<file path="src/rtl/multicycle_ctrl.sv">
// multicycle_ctrl: main control FSM for the multi-cycle MIPS-subset CPU.
// Walks each instruction through fetch / decode / execute / memory /
// write-back and drives the datapath mux selects, enables and the 3-bit
// ALUOp handed to the ALU controller.
//
// Ports:
//   clk_i, rst_i      clock (rising edge), async active-high reset
//   instr_op_i        opcode from IR (stable from DECODE to next FETCH)
//   funct_i           IR[5:0], only used to pick out jr
//   zero_i            ALU zero flag, resolves branches
//   mem_ready_i       memory finishes the current access this cycle
//   pc_write_o, ir_write_o, mem_read_o, mem_write_o, reg_write_o  enables
//   iord_o, reg_dst_o, mem_to_reg_o, alu_src_a_o, alu_src_b_o, pc_src_o
//                     datapath mux selects
//   alu_op_o          ALUOp class for the ALU controller
//   illegal_o         sticky illegal-opcode flag
//   state_o           current state (debug)
module multicycle_ctrl (
  input  logic       clk_i,
  input  logic       rst_i,
  input  logic [5:0] instr_op_i,
  input  logic [5:0] funct_i,
  input  logic       zero_i,
  input  logic       mem_ready_i,
  output logic       pc_write_o,
  output logic       ir_write_o,
  output logic       mem_read_o,
  output logic       mem_write_o,
  output logic       iord_o,
  output logic       reg_write_o,
  output logic [1:0] reg_dst_o,
  output logic [1:0] mem_to_reg_o,
  output logic       alu_src_a_o,
  output logic [1:0] alu_src_b_o,
  output logic [2:0] alu_op_o,
  output logic [1:0] pc_src_o,
  output logic       illegal_o,
  output logic [3:0] state_o
);

  typedef enum logic [3:0] {
    S_FETCH     = 4'd0,
    S_DECODE    = 4'd1,
    S_MEM_ADDR  = 4'd2,
    S_MEM_READ  = 4'd3,
    S_MEM_WB    = 4'd4,
    S_MEM_WRITE = 4'd5,
    S_EXEC_R    = 4'd6,
    S_R_WB      = 4'd7,
    S_BRANCH    = 4'd8,
    S_JUMP      = 4'd9,
    S_EXEC_I    = 4'd10,
    S_I_WB      = 4'd11,
    S_JR        = 4'd12,
    S_TRAP      = 4'd13
  } state_t;

  localparam logic [5:0] OP_RTYPE = 6'b000000;
  localparam logic [5:0] OP_J     = 6'b000010;
  localparam logic [5:0] OP_JAL   = 6'b000011;
  localparam logic [5:0] OP_BEQ   = 6'b000100;
  localparam logic [5:0] OP_BNE   = 6'b000101;
  localparam logic [5:0] OP_ADDI  = 6'b001000;
  localparam logic [5:0] OP_SLTI  = 6'b001010;
  localparam logic [5:0] OP_ORI   = 6'b001101;
  localparam logic [5:0] OP_LUI   = 6'b001111;
  localparam logic [5:0] OP_LW    = 6'b100011;
  localparam logic [5:0] OP_SW    = 6'b101011;
  localparam logic [5:0] FN_JR    = 6'b001000;

  state_t state_reg, state_next;
  logic   illegal_reg;

  // Next-state decode
  always_comb begin
    state_next = state_reg;
    case (state_reg)
      S_FETCH:     state_next = mem_ready_i ? S_DECODE : S_FETCH;
      S_DECODE: begin
        case (instr_op_i)
          OP_RTYPE:                      state_next = (funct_i == FN_JR) ? S_JR : S_EXEC_R;
          OP_LW, OP_SW:                  state_next = S_MEM_ADDR;
          OP_BEQ, OP_BNE:                state_next = S_BRANCH;
          OP_J, OP_JAL:                  state_next = S_JUMP;
          OP_ADDI, OP_SLTI, OP_ORI, OP_LUI: state_next = S_EXEC_I;
          default:                       state_next = S_TRAP;
        endcase
      end
      S_MEM_ADDR:  state_next = (instr_op_i == OP_SW) ? S_MEM_WRITE : S_MEM_READ;
      S_MEM_READ:  state_next = mem_ready_i ? S_MEM_WB : S_MEM_READ;
      S_MEM_WB:    state_next = S_FETCH;
      S_MEM_WRITE: state_next = mem_ready_i ? S_FETCH : S_MEM_WRITE;
      S_EXEC_R:    state_next = S_R_WB;
      S_R_WB:      state_next = S_FETCH;
      S_EXEC_I:    state_next = S_I_WB;
      S_I_WB:      state_next = S_FETCH;
      S_BRANCH:    state_next = S_FETCH;
      S_JUMP:      state_next = S_FETCH;
      S_JR:        state_next = S_FETCH;
      S_TRAP:      state_next = S_TRAP;
      default:     state_next = S_FETCH;
    endcase
  end

  always_ff @(posedge clk_i or posedge rst_i) begin
    if (rst_i) begin
      state_reg   <= S_FETCH;
      illegal_reg <= 1'b0;
    end else begin
      state_reg <= state_next;
      if (state_next == S_TRAP)
        illegal_reg <= 1'b1;
    end
  end

  // Output decode. Everything is a function of the state register except the
  // FETCH load enables (follow mem_ready_i) and the BRANCH pc_write (follows
  // zero_i). The whole block is gated by rst_i so that an asynchronous reset
  // drops every strobe in the same cycle, even though the reset state (FETCH)
  // would otherwise assert mem_read.
  always_comb begin
    pc_write_o   = 1'b0;
    ir_write_o   = 1'b0;
    mem_read_o   = 1'b0;
    mem_write_o  = 1'b0;
    iord_o       = 1'b0;
    reg_write_o  = 1'b0;
    reg_dst_o    = 2'b00;
    mem_to_reg_o = 2'b00;
    alu_src_a_o  = 1'b0;
    alu_src_b_o  = 2'b00;
    alu_op_o     = 3'b000;
    pc_src_o     = 2'b00;
    if (!rst_i) begin
      case (state_reg)
        S_FETCH: begin
          mem_read_o  = 1'b1;
          alu_src_b_o = 2'b01;
          ir_write_o  = mem_ready_i;
          pc_write_o  = mem_ready_i;
        end
        S_DECODE:   alu_src_b_o = 2'b11;
        S_MEM_ADDR: begin
          alu_src_a_o = 1'b1;
          alu_src_b_o = 2'b10;
        end
        S_MEM_READ: begin
          mem_read_o = 1'b1;
          iord_o     = 1'b1;
        end
        S_MEM_WB: begin
          reg_write_o  = 1'b1;
          mem_to_reg_o = 2'b01;
        end
        S_MEM_WRITE: begin
          mem_write_o = 1'b1;
          iord_o      = 1'b1;
        end
        S_EXEC_R: begin
          alu_src_a_o = 1'b1;
          alu_op_o    = 3'b010;
        end
        S_R_WB: begin
          reg_write_o = 1'b1;
          reg_dst_o   = 2'b01;
        end
        S_EXEC_I: begin
          alu_src_a_o = 1'b1;
          alu_src_b_o = 2'b10;
          case (instr_op_i)
            OP_SLTI: alu_op_o = 3'b011;
            OP_ORI:  alu_op_o = 3'b100;
            OP_LUI:  alu_op_o = 3'b110;
            default: alu_op_o = 3'b101;
          endcase
        end
        S_I_WB:     reg_write_o = 1'b1;
        S_BRANCH: begin
          alu_src_a_o = 1'b1;
          pc_src_o    = 2'b01;
          if (instr_op_i == OP_BNE) begin
            alu_op_o   = 3'b111;
            pc_write_o = ~zero_i;
          end else begin
            alu_op_o   = 3'b001;
            pc_write_o = zero_i;
          end
        end
        S_JUMP: begin
          pc_src_o   = 2'b10;
          pc_write_o = 1'b1;
          // jal links into $31 with the PC, which FETCH already advanced
          if (instr_op_i == OP_JAL) begin
            reg_write_o  = 1'b1;
            reg_dst_o    = 2'b10;
            mem_to_reg_o = 2'b10;
          end
        end
        S_JR: begin
          pc_src_o   = 2'b11;
          pc_write_o = 1'b1;
        end
        default: ;
      endcase
    end
  end

  assign illegal_o = illegal_reg;
  assign state_o   = state_reg;

endmodule

</file>
<file path="config.mk">
export PLATFORM = sky130hd
export DESIGN_NAME = multicycle_ctrl
export DESIGN_NICKNAME = d
export VERILOG_FILES = /design/src/rtl/multicycle_ctrl.sv
export SDC_FILE = /design/constraint.sdc
export NUM_CORES = 1
export LEC_CHECK = 0
export ABC_AREA = 1
export BUFFER_PORTS_ARGS = -buffer_cell sky130_fd_sc_hd__buf_2
export CORE_MARGIN = 2
export CORE_UTILIZATION = 46
export CTS_BUF_LIST = sky130_fd_sc_hd__clkbuf_4 sky130_fd_sc_hd__clkbuf_8
export DETAILED_ROUTE_END_ITERATION = 8
export PLACE_DENSITY = 0.88
export SYNTH_ARGS = -nofsm -noshare
export SYNTH_HDL_FRONTEND = slang
export SYNTH_SLANG_ARGS = --single-unit
export TNS_END_PERCENT = 1
</file>
<file path="constraint.sdc">
create_clock -name clk_i -period 1.52 [get_ports clk_i]
set_clock_uncertainty 0.05 [all_clocks]
set_input_delay 0.304 -clock clk_i [delete_from_list [all_inputs] [get_ports clk_i]]
set_output_delay 0.304 -clock clk_i [all_outputs]
set_load 0.01 [all_outputs]
</file>
==> impl_metrics.prom <==
# TYPE chip_impl_metric gauge
chip_impl_metric{name="tightest_slew",unit="ns"} 0.288
chip_impl_metric{name="h-tree-depth",unit=""} 1
chip_impl_metric{name="yosys_top_cell_area_share",unit="%"} 17.1
chip_impl_metric{name="power.clock.fraction",unit="%"} 9.2
chip_impl_metric{name="post-route-period-util",unit="%"} 129
chip_impl_metric{name="dp_worst_setup_slack",unit="ns"} -0.0903
chip_impl_metric{name="leakage",unit="nW"} 0.766
chip_impl_info{name="crit-reg2reg-launch",value="state_o[2]"} 1
chip_impl_metric{name="route.vias.total",unit=""} 1192
chip_impl_metric{name="gr-total-overflow",unit=""} 0
chip_impl_metric{name="critical_path_peak_fanout",unit=""} 3
chip_impl_metric{name="p_sw_share",unit="%"} 50.7
chip_impl_metric{name="fraction_of_power_consumed_by_sequential_logic",unit="%"} 12.3
chip_impl_metric{name="synth_cell_types",unit=""} 22
chip_impl_metric{name="die_height",unit="um"} 43.9
chip_impl_metric{name="antenna_violations_before_repair",unit=""} 0
chip_impl_metric{name="via_count_of_the_first_global_routing_pass",unit=""} 1015
chip_impl_metric{name="gate_count_of_the_mapped_netlist",unit=""} 135
chip_impl_metric{name="power.internal",unit="uW"} 933
chip_impl_info{name="combinational_family_with_the_most_area_after_synthesis",value="simple AND/OR/NAND/NOR gates"} 1
chip_impl_metric{name="ff2ff_setup_slack",unit="ns"} -0.09
chip_impl_metric{name="mappedNetlistNets",unit=""} 151
chip_impl_metric{name="synthSimpleGateAreaFrac",unit="%"} 52.6
chip_impl_metric{name="holdWs",unit="ns"} 0.190
chip_impl_metric{name="synth-seq-area-share",unit="%"} 17.1
chip_impl_metric{name="net-switching-power",unit="uW"} 962
chip_impl_metric{name="xor_xnor_fraction_of_synth_area",unit="%"} 0
chip_impl_info{name="violations",value="setup timing"} 1
chip_impl_metric{name="avgSynthCellArea",unit="sq um"} 5.43
chip_impl_metric{name="relSlewSlack",unit="%"} 80.8
chip_impl_metric{name="floorplan.rows",unit=""} 14
chip_impl_metric{name="power-per-cell-area",unit="nW/um^2"} 1510
chip_impl_metric{name="fin_crit",unit="ns"} 1.96
chip_impl_metric{name="yosysWarningCount",unit=""} 0
chip_impl_metric{name="dr.pass1.iters",unit=""} 4
chip_impl_info{name="worstSetupPathType",value="flop to primary output"} 1
chip_impl_metric{name="floorplan.die_area",unit="sq um"} 1930
chip_impl_metric{name="cap_violations",unit=""} 0
chip_impl_info{name="ctsRootBufferMaster",value="sky130_fd_sc_hd__clkbuf_4"} 1
chip_impl_metric{name="grt_pass1_wl",unit="mm"} 4.01
chip_impl_metric{name="area_growth_syn_to_layout",unit="%"} 70.6
chip_impl_metric{name="detail-route-antenna-nets",unit=""} 0
chip_impl_metric{name="gp_routability_congestion",unit=""} 0.960
chip_impl_info{name="grt_setup_unrepaired",value="yes"} 1
chip_impl_metric{name="maxClockFrequency",unit="MHz"} 509
chip_impl_metric{name="peakVddDrop",unit="mV"} 1.04
chip_impl_metric{name="initial_utilization",unit="%"} 48.7
chip_impl_metric{name="comb_power_share",unit="%"} 78.4
chip_impl_metric{name="complex_gate_fraction_of_the_synthesized_area",unit="%"} 14.5
chip_impl_metric{name="routed_wl",unit="mm"} 2.95
chip_impl_metric{name="design.final.nets",unit=""} 217
chip_impl_metric{name="finalSetupViolations",unit=""} 19
chip_impl_metric{name="synth_fa_ha_area_share",unit="%"} 0
chip_impl_metric{name="wl_per_cell",unit="um"} 13.6
chip_impl_info{name="worst_r2r_endpoint",value="illegal_o"} 1
chip_impl_metric{name="clock-sinks",unit=""} 5
chip_impl_info{name="critPathLaunchType",value="flop"} 1
chip_impl_metric{name="worstPathArrival",unit="ns"} 1.61
chip_impl_metric{name="floorplan.core_area",unit="sq um"} 1510
chip_impl_metric{name="port_buffers",unit=""} 38
chip_impl_metric{name="numCtsBuffers",unit=""} 3
chip_impl_metric{name="clock_slew_at_reported_path_ffs",unit="ns"} 0.05
chip_impl_metric{name="post_drt_via_cell_ratio",unit=""} 5.52
chip_impl_metric{name="critical_path_required",unit="ns"} 1.17
chip_impl_info{name="hold_class",value="input pin to async pin"} 1
chip_impl_metric{name="postSynthRegisterBits",unit=""} 5
chip_impl_metric{name="timing.final.hold_violations",unit=""} 0
chip_impl_metric{name="worst_r2r_path_depth",unit=""} 9
chip_impl_metric{name="route.detailed.drc",unit=""} 0
chip_impl_info{name="synth.largest_area_cell",value="sky130_fd_sc_hd__dfrtp_1"} 1
chip_impl_metric{name="finish.utilization",unit="%"} 83.1
chip_impl_info{name="setup.worst_path.start",value="state_o[1]"} 1
chip_impl_info{name="run_status",value="finished, violations left"} 1
chip_impl_metric{name="worstSkewPairLatency",unit="ns"} 0.24
chip_impl_metric{name="drt_iter0_markers",unit=""} 42
chip_impl_metric{name="top_level_ports",unit=""} 39
chip_impl_metric{name="clock_tree.buffer_depth",unit=""} 2
chip_impl_metric{name="grt_max_degree",unit=""} 18
chip_impl_metric{name="insertedDiodeCount",unit=""} 0
chip_impl_metric{name="drive_above_1_share",unit="%"} 51.0
chip_impl_metric{name="final_worst_setup_slack",unit="ns"} -0.443
chip_impl_info{name="endpoint",value="reg_write_o"} 1
chip_impl_metric{name="overall_track_demand_over_capacity_in_global_routing",unit="%"} 27.5
chip_impl_info{name="synth_area_leaders",value="sky130_fd_sc_hd__dfrtp_1, sky130_fd_sc_hd__nand2_1, sky130_fd_sc_hd__inv_1, sky130_fd_sc_hd__nor2_1, sky130_fd_sc_hd__nand3_1"} 1
chip_impl_metric{name="dp_hpwl",unit="mm"} 1.95
chip_impl_info{name="tritoncts",value="built"} 1
chip_impl_info{name="critPathCaptureType",value="primary output"} 1
chip_impl_metric{name="die_w",unit="um"} 43.9
chip_impl_metric{name="netlist_area",unit="sq um"} 733
chip_impl_metric{name="synth_mux_area_share",unit="%"} 0
chip_impl_metric{name="final_max_slew_viol_count",unit=""} 0
chip_impl_metric{name="fin_tns_setup",unit="ns"} -5.29
[cells in the final DEF (no fill, tap or decap), drive strengths merged, types with 5 or more instances in the layout]
master  count
inv        29
nand2      29
nor2       29
dfrtp       5
a21oi       6
o21ai       6
nand3      12
buf        63
nand4       7
[metrics by stage]
stage	instances	area, sq um	power, mW
3_3_place_gp	206	1090	1.31
4_1_cts	212	1160	1.62
5_1_grt	216	1250	1.99
2_1_floorplan	135	734	0.817
6_report	216	1250	1.89
3_5_place_dp	206	1090	1.34
[sequential cells by signal, indices dropped and copies added (netlist names)]
signal,flops
state_o,4
illegal_o,1
[cells by family after synthesis]
family | Yosys count
AND/OR/NAND/NOR | 82
AO/OA/AOI/OAI | 17
buffers and inverters | 31
flip-flops | 5
[area by class of cell]
type | instances | area, sq um
flip-flops and latches | 5 | 126
multi-input cells | 99 | 572
repair buffers | 63 | 394
well taps | 16 | 20.0
inverters | 29 | 109
fillers | 92 | 255
clock buffers | 4 | 30.0
[Yosys cell counts]
cell / number
sky130_fd_sc_hd__nor2_1: 23
sky130_fd_sc_hd__nor2_4: 3
sky130_fd_sc_hd__inv_2: 3
sky130_fd_sc_hd__clkbuf_1: 2
sky130_fd_sc_hd__a21oi_1: 6
sky130_fd_sc_hd__a31oi_1: 2
sky130_fd_sc_hd__o21ai_1: 1
sky130_fd_sc_hd__o31ai_1: 1
sky130_fd_sc_hd__inv_1: 26
sky130_fd_sc_hd__nand3_2: 1
sky130_fd_sc_hd__o21ai_2: 2
sky130_fd_sc_hd__nand2_2: 1
sky130_fd_sc_hd__nand3_1: 11
sky130_fd_sc_hd__nand4_1: 7
sky130_fd_sc_hd__nor2_2: 3
sky130_fd_sc_hd__dfrtp_1: 5
sky130_fd_sc_hd__nor3_1: 4
sky130_fd_sc_hd__o21bai_2: 1
sky130_fd_sc_hd__a211oi_1: 1
sky130_fd_sc_hd__nand2_1: 28
sky130_fd_sc_hd__nor4_1: 1
sky130_fd_sc_hd__o21ai_0: 3
[layer usage]
layer | routed length, um | GRT usage, % | vias up
met1 | 1110 | 32.2 | 530
li1 | - | - | 565
met3 | 243 | 3.33 | 19
met4 | 138 | 12.7 | 0
met2 | 1460 | 49.1 | 78
met5 | 0 | 0 | -
[timing repair]
item	4_1_cts	5_1_grt
resized for setup	11	18
pin swaps	8	17
gates cloned	0	0
endpoints found under the setup margin	19	20
buffers inserted	2	4
hold buffers	0	0
[worst max-delay path, cell delays in order (launching register included)]
cell and delay [ns]:
sky130_fd_sc_hd__dfrtp_1 0.43, sky130_fd_sc_hd__nor2_4 0.16, sky130_fd_sc_hd__inv_2 0.07, sky130_fd_sc_hd__nor2_4 0.12, sky130_fd_sc_hd__nand4_1 0.21, sky130_fd_sc_hd__a31oi_1 0.22, sky130_fd_sc_hd__buf_2 0.16
[power groups by stage]
stage	clock (mW)	combinational (mW)	sequential, mW
after detailed placement	0	1.12	0.220
after global routing	0.184	1.56	0.239
final	0.175	1.49	0.234
after CTS	0.174	1.21	0.231
after global placement	0	1.10	0.213
after floorplan	0	0.549	0.269
[worst min path at each step]
stage                from    endpoint  slack, ns  cells after the start
floorplan           rst_i   illegal_o       0.23                      2
global placement    rst_i  state_o[2]       0.39                      3
detailed placement  rst_i  state_o[2]       0.39                      3
CTS                 rst_i  state_o[0]       0.14                      3
global route        rst_i  state_o[0]       0.19                      3
finish              rst_i  state_o[0]       0.19                      3
Power figures use the tool's default switching activity.
